--- src/rtl/fir_stim_pkg.sv ---
// Shared encodings and defaults for the FIR stimulus generator and its LFSR.
package fir_stim_pkg;

  typedef enum logic [1:0] {
    STIM_IMPULSE = 2'd0,
    STIM_STEP    = 2'd1,
    STIM_RAMP    = 2'd2,
    STIM_LFSR    = 2'd3
  } stim_mode_t;

  typedef enum logic [1:0] {
    ST_IDLE = 2'd0,
    ST_RUN  = 2'd1,
    ST_FIN  = 2'd2
  } stim_state_t;

  localparam logic [31:0] STIM_POLY_DEF = 32'h8020_0003;
  localparam logic [31:0] STIM_SEED_DEF = 32'h0000_0001;

  // One Galois step: shift right, fold the feedback mask in when bit 0 falls out.
  function automatic logic [31:0] lfsr_next(input logic [31:0] s, input logic [31:0] poly);
    lfsr_next = (s >> 1) ^ (s[0] ? poly : 32'd0);
  endfunction

endpackage

--- src/rtl/fir_stim_lfsr.sv ---
// 32-bit Galois LFSR; load restores the seed, adv takes one step.
module fir_stim_lfsr
  import fir_stim_pkg::*;
#(
  parameter logic [31:0] SEED = STIM_SEED_DEF,
  parameter logic [31:0] POLY = STIM_POLY_DEF
) (
  input  logic        clk,
  input  logic        rst_n,
  input  logic        load,
  input  logic        adv,
  output logic [31:0] state
);

  // An all-zero state would lock up, so a zero seed becomes 1.
  localparam logic [31:0] SEED_EFF = (SEED == 32'd0) ? 32'd1 : SEED;

  logic [31:0] r_state;

  always_ff @(posedge clk or negedge rst_n) begin
    if (!rst_n) begin
      r_state <= SEED_EFF;
    end else if (load) begin
      r_state <= SEED_EFF;
    end else if (adv) begin
      r_state <= lfsr_next(r_state, POLY);
    end
  end

  assign state = r_state;

endmodule

--- src/rtl/fir_stim_gen.sv ---
// Test-signal source for the FIR sockets: periodic ready strobe plus a
// registered impulse/step/ramp/LFSR sample, with a start/busy/done handshake.
module fir_stim_gen
  import fir_stim_pkg::*;
#(
  parameter int          WIDTH = 24,
  parameter logic [31:0] SEED  = STIM_SEED_DEF,
  parameter logic [31:0] POLY  = STIM_POLY_DEF
) (
  input  logic                    clk,
  input  logic                    rst_n,
  input  logic                    start,
  input  logic                    abort,
  input  logic [1:0]              mode,
  input  logic [15:0]             num_samples,
  input  logic [7:0]              period,
  output logic signed [WIDTH-1:0] input_sig,
  output logic                    ready,
  output logic                    busy,
  output logic                    done
);

  localparam logic signed [WIDTH-1:0] AMP = {1'b0, {(WIDTH-1){1'b1}}};

  stim_state_t             r_state;
  stim_mode_t              r_mode;
  logic [15:0]             r_n;
  logic [7:0]              r_p;
  logic [7:0]              r_pcnt;
  logic [15:0]             r_sent;
  logic signed [WIDTH-1:0] r_sig;
  logic                    r_ready;
  logic                    r_busy;
  logic                    r_done;

  logic                    w_load;
  logic                    w_emit;
  logic [31:0]             w_lfsr_state;
  logic [31:0]             w_sent32;
  logic signed [WIDTH-1:0] w_sample;
  logic                    w_unused;

  // A sample goes out on period count 0 unless the run is being aborted.
  assign w_load   = (r_state == ST_IDLE) && start;
  assign w_emit   = (r_state == ST_RUN) && (r_pcnt == 8'd0) && !abort;
  assign w_sent32 = 32'(r_sent);
  assign w_unused = ^{w_lfsr_state, w_sent32};

  fir_stim_lfsr #(
    .SEED (SEED),
    .POLY (POLY)
  ) u_lfsr (
    .clk   (clk),
    .rst_n (rst_n),
    .load  (w_load),
    .adv   (w_emit),
    .state (w_lfsr_state)
  );

  always_comb begin
    w_sample = '0;
    case (r_mode)
      STIM_IMPULSE: w_sample = (r_sent == 16'd0) ? AMP : '0;
      STIM_STEP:    w_sample = AMP;
      STIM_RAMP:    w_sample = $signed(w_sent32[WIDTH-1:0]);
      STIM_LFSR:    w_sample = $signed(w_lfsr_state[WIDTH-1:0]);
      default:      w_sample = '0;
    endcase
  end

  always_ff @(posedge clk or negedge rst_n) begin
    if (!rst_n) begin
      r_state <= ST_IDLE;
      r_mode  <= STIM_IMPULSE;
      r_n     <= 16'd0;
      r_p     <= 8'd1;
      r_pcnt  <= 8'd0;
      r_sent  <= 16'd0;
      r_sig   <= '0;
      r_ready <= 1'b0;
      r_busy  <= 1'b0;
      r_done  <= 1'b0;
    end else begin
      r_ready <= 1'b0;
      r_done  <= 1'b0;
      case (r_state)
        ST_IDLE: begin
          if (start) begin
            r_mode  <= stim_mode_t'(mode);
            r_n     <= num_samples;
            r_p     <= (period == 8'd0) ? 8'd1 : period;
            r_pcnt  <= 8'd0;
            r_sent  <= 16'd0;
            r_busy  <= 1'b1;
            r_state <= (num_samples == 16'd0) ? ST_FIN : ST_RUN;
          end
        end
        ST_RUN: begin
          if (abort) begin
            r_busy  <= 1'b0;
            r_state <= ST_IDLE;
          end else begin
            if (w_emit) begin
              r_sig   <= w_sample;
              r_ready <= 1'b1;
              r_sent  <= r_sent + 16'd1;
              if (r_sent + 16'd1 == r_n) begin
                r_state <= ST_FIN;
              end
            end
            r_pcnt <= (r_pcnt == r_p - 8'd1) ? 8'd0 : r_pcnt + 8'd1;
          end
        end
        // busy stays up through FIN and drops together with the done pulse.
        ST_FIN: begin
          r_busy  <= 1'b0;
          r_done  <= 1'b1;
          r_state <= ST_IDLE;
        end
        default: begin
          r_busy  <= 1'b0;
          r_state <= ST_IDLE;
        end
      endcase
    end
  end

  assign input_sig = r_sig;
  assign ready     = r_ready;
  assign busy      = r_busy;
  assign done      = r_done;

endmodule

--- config.mk ---
export PLATFORM = sky130hd
export DESIGN_NAME = fir_stim_gen
export DESIGN_NICKNAME = d
export VERILOG_FILES = /design/src/rtl/fir_stim_pkg.sv /design/src/rtl/fir_stim_lfsr.sv /design/src/rtl/fir_stim_gen.sv
export SDC_FILE = /design/constraint.sdc
export NUM_CORES = 1
export LEC_CHECK = 0
export CORE_MARGIN = 4
export CORE_UTILIZATION = 50
export CTS_CLUSTER_DIAMETER = 50
export DETAILED_ROUTE_END_ITERATION = 8
export PLACE_DENSITY_LB_ADDON = 0.05
export SETUP_SLACK_MARGIN = 0.1
export SLEW_MARGIN = 15
export SYNTH_ARGS = -nofsm -noshare
export SYNTH_HDL_FRONTEND = slang
export SYNTH_SLANG_ARGS = --single-unit
--- constraint.sdc ---
create_clock -name clk -period 4.1 [get_ports clk]
set_input_delay 0.82 -clock clk [delete_from_list [all_inputs] [get_ports clk]]
set_output_delay 0.82 -clock clk [all_outputs]
set_load 0.1 [all_outputs]
==> reports/qor.txt, run 1 <==
outcome: finished, final reports clean
largest net degree at the start of global routing: 60
Crit Path Class: input port to flop
total clock sinks: 111
Inserted Clock Buffers: 9
area of the die: 13290 µm²
Post-CTS Setup Bufs: 0
routed vias/inst: 5.656
initial antenna violation count: 0
cts hold-fix bufs: 0
crit end category: flop
IO Port Bufs: 56
cell count after synthesis: 695
Worst VDD drop: 0.0006628 V
setup tns final: 0 ps
ys flop type: dfrtp_1
share of cells above drive strength 1: 0.05372
min cycle time layout: 2915 ps
yosys warns: 0
fin. max-slew vios: 0
wire length after detailed routing: 13250 µm
Yosys reg bits: 111
Synth Area in Compound Gates: 0.1327
clock slew at reported path FFs: 70 ps
Ports: 57
WL/cell: 15.30 µm
vias in the first global route: 4664
# setup viols final: 0
Post-Syn Nets: 730
RSZ-0062 raised after global routing: false
drt first pass iters: 4
static leakage: 3.012 nW
Core Footprint: 11030 µm²
final hold vios: 0
Overflow after GRT: 0
Root Driver: clkbuf_16
H-tree depth: 3
number of cell rows: 38
post-CTS sizing: 0
CTS tree: built
via count: 4898
HP Class: flop to flop
Fmax achieved: 0.3430 GHz
Async S/R FF share, synth: 1.000
Overall Global Routing Usage: 0.2069
largest family of logic cells by synthesized area: simple AND/OR/NAND/NOR gates
Slew headroom: 0.3433
mux contribution to synthesized area: 0
number of flops mapped to enable cells by yosys: 0
diode count: 0
Clk Latency, worst-skew pair: 350 ps
crit path DAT: 3160 ps
most common cell after layout, fill and taps aside: nand2_1
commonest non-fill, non-tap cells in the layout: nand2_1, dfrtp_1, nor2_1, a21oi_1, clkdlybuf4s50_1
Initial Utilization: 0.5216
first-pass GRT wire length: 22120 µm
detailed placer's ending HPWL: 8968 µm
DIE HEIGHT: 115.3 µm
register area share after synthesis: 0.4833
nets: 756
Slew @ Worst Pin: 981.9 ps
cell area after synthesis: 5753 µm²
Worst setup SP type: input port
power per cell area: 634.8 nW/µm²
Worst Path Required: 4340 ps
adder-cell share of the synthesized area: 0.01087
CTS Buffer Depth: 2
Worst Skew: 6.020 ps
Synth cell types: 53
Area Growth Syn to Fin: 16.25%
DRT iter0 DRCs: 322
Max Cap Viol: 0
worst-path fanout max: 11
post-synthesis simple-gate area fraction: 0.2816
Mean Syn Cell Area: 8.278 µm²
GPL Wtd Cong: 0.8324
Die Wd: 115.3 µm
antenna-violating nets left: 0
post-layout util: 0.6063
Remaining DRCs: 0
xor/xnor share of the synthesized area: 0.04959
crit share post-route: 0.7110
final timing paths:
check                                  from          endpoint  slack [ps]  cells past startpoint
max                                   abort        r_state[0]        1180                      8
min                        u_lfsr.state[30]  u_lfsr.state[29]         480                      2
max reg2reg                          r_p[0]         r_pcnt[5]        1360                      7
min reg2reg                u_lfsr.state[30]  u_lfsr.state[29]         480                      2
max in group asynchronous             rst_n   u_lfsr.state[0]        2820                      2
min in group asynchronous             rst_n           r_n[13]         490                      1
critical path, stage by stage:
cell and delay (ps):
clkdlybuf4s50_1 450, nor3b_4 180, buf_4 190, nand3_1 340, nor3_1 320, nand4_1 110, or4_1 550, a22o_1 190
flip-flops by register name, indices dropped and copies added (netlist names):
register and count:
r_mode 2, r_pcnt 8, u_lfsr.state 32, r_sent 16
busy 1, input_sig 24, ready 1, r_n 16
r_state 2, r_p 8, done 1
cells by family after synthesis:
kind of cell | after synthesis
simple gates | 356
compound gates | 133
flops | 111
buf+inv | 59
xor+xnor | 31
fa+ha+maj | 5
layout make-up:
class                           count  area (µm²)
Fill cell                         980        4343
Sequential cell                   111        2780
Multi-Input combinational cell    525        2751
Timing Repair Buffer               65       650.6
Clock buffer                       14       284.0
Tap cell                          140       175.2
Inverter                            9       33.78
Clock inverter                      2       12.51
cells in the mapped netlist (6+ instances only):
master | instances | area, µm²
xor2_1 | 15 | 131.4
nor4_1 | 11 | 68.82
a21oi_1 | 66 | 330.3
nor2b_1 | 7 | 43.79
nand3_1 | 26 | 130.1
nand2b_1 | 9 | 56.30
nor3_1 | 24 | 120.1
clkbuf_1 | 34 | 127.6
xnor2_1 | 15 | 131.4
nor2_1 | 91 | 341.6
nand2_1 | 147 | 551.8
dfrtp_1 | 109 | 2728
inv_1 | 9 | 33.78
buf_2 | 9 | 45.04
nand4_1 | 6 | 37.54
o21ai_0 | 34 | 170.2
and3_1 | 12 | 75.07
metal layers:
metal  track usage  share of wire  vias up
li1              -              -     2404
met1        0.2649           0.44     2371
met2        0.3441           0.51      102
met3       0.04474          0.041       21
met4       0.07981          0.018        0
met5             0              0        -
power breakdown:
part | switching [W] | internal [W]
Combinational | 0.00136 | 0.000515
Sequential | 0.000198 | 0.00131
Clock | 0.000383 | 0.000478
metrics by stage:
| step | total power, W | hold slack (ps) | worst slack [ps] | std cells | cell area, µm² |
|---|---|---|---|---|---|
| after detailed placement | 0.003415 | 466.9 | 851.5 | 850 | 6391 |
| after global placement | 0.003387 | 455.1 | 954.5 | 850 | 6391 |
| after CTS | 0.004295 | 479.7 | 1228 | 866 | 6688 |
| after global routing | 0.004482 | 503.0 | 1090 | 866 | 6688 |
| final | 0.004245 | 475.4 | 1185 | 866 | 6688 |
| after floorplan | 0.002931 | 445.6 | 1760 | 695 | 5753 |
(Power assumes the default switching activity.)
==> run 2, diff against run 1 <==
==> constraint.sdc (replaced) <==
create_clock -name clk -period 2.8 [get_ports clk]
set_input_delay 0.56 -clock clk [delete_from_list [all_inputs] [get_ports clk]]
set_output_delay 0.56 -clock clk [all_outputs]
set_load 0.1 [all_outputs]
==> run 2 against run 1 <==
Effect of this change:
- critical path depth shrank 2
- utilization is 0.81 points higher
- via count grew 0.98%
- non-clock buffer count rose by 17
- setup slack lost 950 ps
- first-iteration DRC count down 1.9%
- design area grew 1.3%
- global-route usage grew 0.92 points
- die area unchanged
- combinational power up 47%
- critical endpoint unchanged
- largest cell class unchanged
==> reports/qor.txt, run 2 (synthesized netlist as in run 1, its figures left out) <==
final hold vios: 0 (unchanged)
nets: 773 (was 756)
Worst path max stage delay: 650 ps (was 550 ps)
largest net degree at the start of global routing: 57 (was 60)
static leakage: 3.133 nW (was 3.012 nW)
diode count: 0 (unchanged)
drt first pass iters: 4 (unchanged)
Crit Path Class: flop to flop (was input port to flop)
routed vias/inst: 5.601 (was 5.656)
Overall Global Routing Usage: 0.2161 (was 0.2069)
Slew @ Worst Pin: 770.2 ps (was 981.9 ps)
design area: 6777 µm² (was 6688 µm²)
Buf+Inv Stages, Crit Path: 0 (was 2)
Remaining DRCs: 0 (unchanged)
Worst Skew: 11.76 ps (was 6.020 ps)
Worst VDD drop: 0.001093 V (was 0.0006628 V)
vias in the first global route: 4766 (was 4664)
Core Footprint: 11030 µm² (unchanged)
Placement Setup Slack: 298.8 ps (was 851.5 ps)
setup tns final: 0 ps (unchanged)
first-pass GRT wire length: 22890 µm (was 22120 µm)
RSZ-0062 raised after global routing: false (unchanged)
fin. max-slew vios: 0 (unchanged)
via count: 4946 (was 4898)
commonest non-fill, non-tap cells in the layout: nand2_1, dfrtp_1, nor2_1, a21oi_1, buf_4 (was nand2_1, dfrtp_1, nor2_1, a21oi_1, clkdlybuf4s50_1)
antenna-violating nets left: 0 (unchanged)
CTS Buffer Depth: 2 (unchanged)
Max Cap Viol: 0 (unchanged)
dpl cells: 867 (was 850)
Clk Latency, worst-skew pair: 360 ps (was 350 ps)
number of cell rows: 38 (unchanged)
outcome: finished, final reports clean (unchanged)
Ports: 57 (unchanged)
min cycle time layout: 2561 ps
wire length after detailed routing: 13500 µm (was 13250 µm)
WL/cell: 15.28 µm (was 15.30 µm)
area of the die: 13290 µm² (unchanged)
Multi-input gate area: 2751 µm² (unchanged)
H-tree depth: 3 (unchanged)
Initial Utilization: 0.5216 (unchanged)
crit share post-route: 0.9145
Overflow after GRT: 0 (unchanged)
DIE HEIGHT: 115.3 µm (unchanged)
min setup slack post-route: 239.4 ps (was 1185 ps)
detailed placer's ending HPWL: 9489 µm (was 8968 µm)
IO Port Bufs: 56 (unchanged)
Post-CTS Setup Bufs: 0 (unchanged)
critical path's top delay family: simple AND/OR/NAND/NOR gates (unchanged)
GPL Wtd Cong: 0.8520 (was 0.8324)
DRT iter0 DRCs: 316 (was 322)
max reg flops: 32 (unchanged)
most common cell after layout, fill and taps aside: nand2_1 (unchanged)
Root Driver: clkbuf_16 (unchanged)
Worst setup SP type: flop (was input port)
worst-path fanout max: 10 (was 11)
CTS tree: built (unchanged)
CP max-delay cell: nor4_1 (was or4_1)
Fmax achieved: 0.3905 GHz
power per cell area: 938.5 nW/µm² (was 634.8 nW/µm²)
worst-path cell chain: nand4_2 > nor4_1 > xnor2_1 > nand4_1 > or4_1 > a22o_1 (was clkdlybuf4s50_1 > nor3b_4 > buf_4 > nand3_1 > nor3_1 > nand4_1 > or4_1 > a22o_1)
post-layout util: 0.6143 (was 0.6063)
share of cells above drive strength 1: 0.1104 (was 0.05372)
FF+latch area: 2780 µm² (unchanged)
Area Growth Syn to Fin: 17.79% (was 16.25%)
clock slew at reported path FFs: 70 ps (about the same)
Die Wd: 115.3 µm (unchanged)
Area after DPL: 6451 µm² (was 6391 µm²)
initial antenna violation count: 0 (unchanged)
Layout fillers: 979 (was 980)
Final Non-Filler Cells: 883 (was 866)
Slew headroom: 0.4846 (was 0.3433)
HP Class: input port to asynchronous set/reset pin (was flop to flop)
post-CTS sizing: 0 (unchanged)
crit path DAT: 2800 ps (was 3160 ps)
Worst Path Required: 3040 ps (was 4340 ps)
Inserted Clock Buffers: 9 (unchanged)
# setup viols final: 0 (unchanged)
crit end category: flop (unchanged)
total clock sinks: 111 (unchanged)
cts hold-fix bufs: 0 (unchanged)
==> run 2: changes by cell type in the layout (fill, tap and decap cells not counted) <==
cell	change
clkdlybuf4s50_1	-27
bufinv_16	+2
buf_4	+44
clkbuf_1	+1
clkinvlp_4	-1
clkbuf_8	-2
==> run 2: cell type report <==
cell class | count | area share
well taps | 140 | 0.02585
clock buffers | 13 | 0.03840
flip-flops and latches | 111 | 0.4103
repair buffers | 82 | 0.1049
inverters | 9 | 0.004985
multi-input cells | 525 | 0.4060
clock inverters | 3 | 0.009601
==> run 2: path summary, 6_finish.rpt <==
| kind | startpoint | cells past startpoint | endpoint | slack, ps |
|---|---|---|---|---|
| worst max register to register | r_sent[2] | 6 | r_state[0] | 240 |
| max in group asynchronous | rst_n | 2 | u_lfsr.state[0] | 1940 |
| worst min register to register | u_lfsr.state[28] | 2 | u_lfsr.state[27] | 480 |
| worst max-delay path | r_sent[2] | 6 | r_state[0] | 240 |
| worst min-delay path | rst_n | 1 | r_n[14] | 150 |
| min in group clk | u_lfsr.state[28] | 2 | u_lfsr.state[27] | 480 |
==> run 2: report_power, final <==
part           leakage (nW)  switching (W)  internal, W
registers              1.42       0.000266      0.00192
logic                  1.55        0.00205     0.000728
clock network         0.160       0.000569     0.000833
total                  3.13        0.00288      0.00348
==> run 2: per-layer routing <==
| layer | track usage | share of wire | wire, µm |
|---|---|---|---|
| met1 | 0.2885 | 0.46 | 6175 |
| met2 | 0.3472 | 0.48 | 6493 |
| met3 | 0.05526 | 0.038 | 509 |
| met4 | 0.06808 | 0.023 | 316 |
| met5 | 0 | 0 | 0 |
==> run 2: stage by stage <==
step | hold slack (ps) | total power (W)
detailed placement | 461.9 | 0.004999
CTS | 163.9 | 0.006415
floorplan | 264.4 | 0.004292
global placement | 455.2 | 0.004953
finish | 146.3 | 0.006360
global route | 173.0 | 0.006700
==> run 3, diff against run 2 <==
--- a/config.mk
+++ b/config.mk
@@ -7,8 +7,10 @@
 export LEC_CHECK = 0
 export CORE_MARGIN = 4
 export CORE_UTILIZATION = 50
+export CTS_BUF_LIST = sky130_fd_sc_hd__clkbuf_4 sky130_fd_sc_hd__clkbuf_8
 export CTS_CLUSTER_DIAMETER = 50
 export DETAILED_ROUTE_END_ITERATION = 8
+export GPL_ROUTABILITY_DRIVEN = 0
 export PLACE_DENSITY_LB_ADDON = 0.05
 export SETUP_SLACK_MARGIN = 0.1
 export SLEW_MARGIN = 15
==> run 3 against run 2 <==
Effect of this change:
- wire length rose by 0.24%
- clock power fell by 21%
- setup slack got worse by 1.3 ps
- sequential cell count did not move
- clock skew rose by 4.9 ps
- first-iteration DRC count rose by 15%
- largest power group unchanged
- die area did not move
- utilization fell by 0.85 points
==> reports/qor.txt, run 3 (synthesized netlist as in run 1, its figures left out) <==
DIE HEIGHT: 115.3 µm (unchanged)
vias in the first global route: 4734 (was 4766)
number of cell rows: 38 (unchanged)
CTS tree: built (unchanged)
CP max-delay cell: nor4_1 (unchanged)
Final Non-Filler Cells: 883 (unchanged)
Area after DPL: 6451 µm² (unchanged)
DRT iter0 DRCs: 364 (was 316)
min cycle time layout: 2562 ps (was 2561 ps)
most common cell after layout, fill and taps aside: nand2_1 (unchanged)
Worst VDD drop: 0.001078 V (was 0.001093 V)
setup tns final: 0 ps (unchanged)
drt first pass iters: 5 (was 4)
Post-CTS Setup Bufs: 0 (unchanged)
Fin Hold WS: 103.9 ps (was 146.3 ps)
min setup slack post-route: 238.1 ps (was 239.4 ps)
Overflow after GRT: 0 (unchanged)
outcome: finished, final reports clean (unchanged)
Worst setup SP type: flop (unchanged)
power per cell area: 906.2 nW/µm² (was 938.5 nW/µm²)
H-tree depth: 3 (unchanged)
Slew headroom: 0.4936 (was 0.4846)
Area Growth Syn to Fin: 16.16% (was 17.79%)
share of cells above drive strength 1: 0.1131 (was 0.1104)
static leakage: 3.094 nW (was 3.133 nW)
antenna-violating nets left: 0 (unchanged)
Crit Path Class: flop to flop (unchanged)
worst-path fanout max: 10 (unchanged)
Overall Global Routing Usage: 0.2149 (was 0.2161)
wire length after detailed routing: 13530 µm (was 13500 µm)
Comb power frac: 0.457 (was 0.436)
Die Wd: 115.3 µm (unchanged)
routed vias/inst: 5.608 (was 5.601)
IO Port Bufs: 56 (unchanged)
Met2 Wirelength: 6422 µm (was 6493 µm)
WL/cell: 15.32 µm (was 15.28 µm)
critical path's top delay family: simple AND/OR/NAND/NOR gates (unchanged)
Placement Setup Slack: 298.8 ps (unchanged)
Switching Power: 0.002840 W (was 0.002882 W)
CTS Buffer Depth: 2 (unchanged)
crit path DAT: 2840 ps (was 2800 ps)
Root Driver: clkbuf_8 (was clkbuf_16)
met3 routed WL: 527 µm (was 509 µm)
design area: 6683 µm² (was 6777 µm²)
max reg flops: 32 (unchanged)
Sw Ratio: 0.4690 (was 0.4531)
post-CTS sizing: 0 (unchanged)
Sequential Power Share: 0.360 (was 0.343)
Worst Skew: 16.68 ps (was 11.76 ps)
RSZ-0062 raised after global routing: false (unchanged)
diode count: 0 (unchanged)
first-pass GRT wire length: 22800 µm (was 22890 µm)
largest net degree at the start of global routing: 57 (unchanged)
cts hold-fix bufs: 0 (unchanged)
dpl cells: 867 (unchanged)
worst r2r path cells: 6 (unchanged)
worst-path cell chain: nand4_2 > nor4_1 > xnor2_1 > nand4_1 > or4_1 > a22o_1 (unchanged)
clock slew at reported path FFs: 110 ps (was 70 ps)
R2R Path Start: r_sent[2] (unchanged)
clock network power share: 0.182 (was 0.220)
# setup viols final: 0 (unchanged)
Worst path max stage delay: 650 ps (about the same)
Buf+Inv Stages, Crit Path: 0 (unchanged)
Worst Path Required: 3080 ps (was 3040 ps)
total clock sinks: 111 (unchanged)
Remaining DRCs: 0 (unchanged)
commonest non-fill, non-tap cells in the layout: nand2_1, dfrtp_1, nor2_1, a21oi_1, buf_4 (unchanged)
via count: 4952 (was 4946)
Inserted Clock Buffers: 9 (unchanged)
Max Used Layer: met4 (unchanged)
fin. max-slew vios: 0 (unchanged)
Slew @ Worst Pin: 756.8 ps (was 770.2 ps)
nets: 773 (unchanged)
area of the die: 13290 µm² (unchanged)
Max Cap Viol: 0 (unchanged)
crit share post-route: 0.9150 (was 0.9145)
Core Footprint: 11030 µm² (unchanged)
Initial Utilization: 0.5216 (unchanged)
final hold vios: 0 (unchanged)
HP Class: input port to asynchronous set/reset pin (unchanged)
initial antenna violation count: 0 (unchanged)
Ports: 57 (unchanged)
Critical R2R Capture: r_state[0] (unchanged)
reg2reg setup slack: 240 ps (about the same)
Clk Latency, worst-skew pair: 390 ps (was 360 ps)
internal power: 0.003215 W (was 0.003479 W)
detailed placer's ending HPWL: 9489 µm (unchanged)
crit end category: flop (unchanged)
Fmax achieved: 0.3903 GHz (was 0.3905 GHz)
Met1 Routed Length: 6314 µm (was 6175 µm)
==> run 3: cell counts in the layout (fill, tap and decap cells not counted) <==
Identical to the previous run, type by type.
==> run 3: metal layers <==
layer  GRT usage  vias up
met3     0.05316       21
met1      0.2874     2376
met4     0.06651        0
li1            -     2441
met2      0.3468      114
met5           0        -
==> run 3: power by group through the flow <==
stage	clock (W)	combinational (W)	sequential, W
after floorplan	0	0.000936	0.00336
after global placement	0	0.00275	0.00220
after detailed placement	0	0.00279	0.00221
after CTS	0.00114	0.00279	0.00218
after global routing	0.00120	0.00297	0.00223
final	0.00110	0.00277	0.00218
==> run 3: how the worst max path moves through the flow <==
stage / startpoint / endpoint / slack [ps] / depth (start not counted)
CTS: r_sent[2] / r_state[0] / 240 / 6
finish: r_sent[2] / r_state[0] / 240 / 6
global route: r_sent[5] / r_state[0] / 100 / 6
floorplan: r_p[0] / r_pcnt[5] / 460 / 8
detailed placement: abort / r_sent[14] / 300 / 8
global placement: abort / r_state[0] / 320 / 7
==> run 3: cell type report <==
class,instances,area [µm²]
Timing Repair Buffer,82,710.7
Inverter,9,33.78
Sequential cell,111,2780
Clock inverter,3,65.06
Fill cell,994,4348
Clock buffer,13,166.4
Tap cell,140,175.2
Multi-Input combinational cell,525,2751
==> run 3: through the flow <==
stage                       util  power, W
after global placement    0.5848  0.004953
after floorplan                -  0.004292
final                     0.6058  0.006056
after CTS                 0.6058  0.006108
after global routing      0.6058  0.006397
after detailed placement  0.5848  0.004999
==> run 3: worst register-to-register path: stages (launching register included) <==
cell and delay [ps]:
dfrtp_1 540, nand4_2 250, nor4_1 650, xnor2_1 220, nand4_1 90, or4_1 520, a22o_1 190
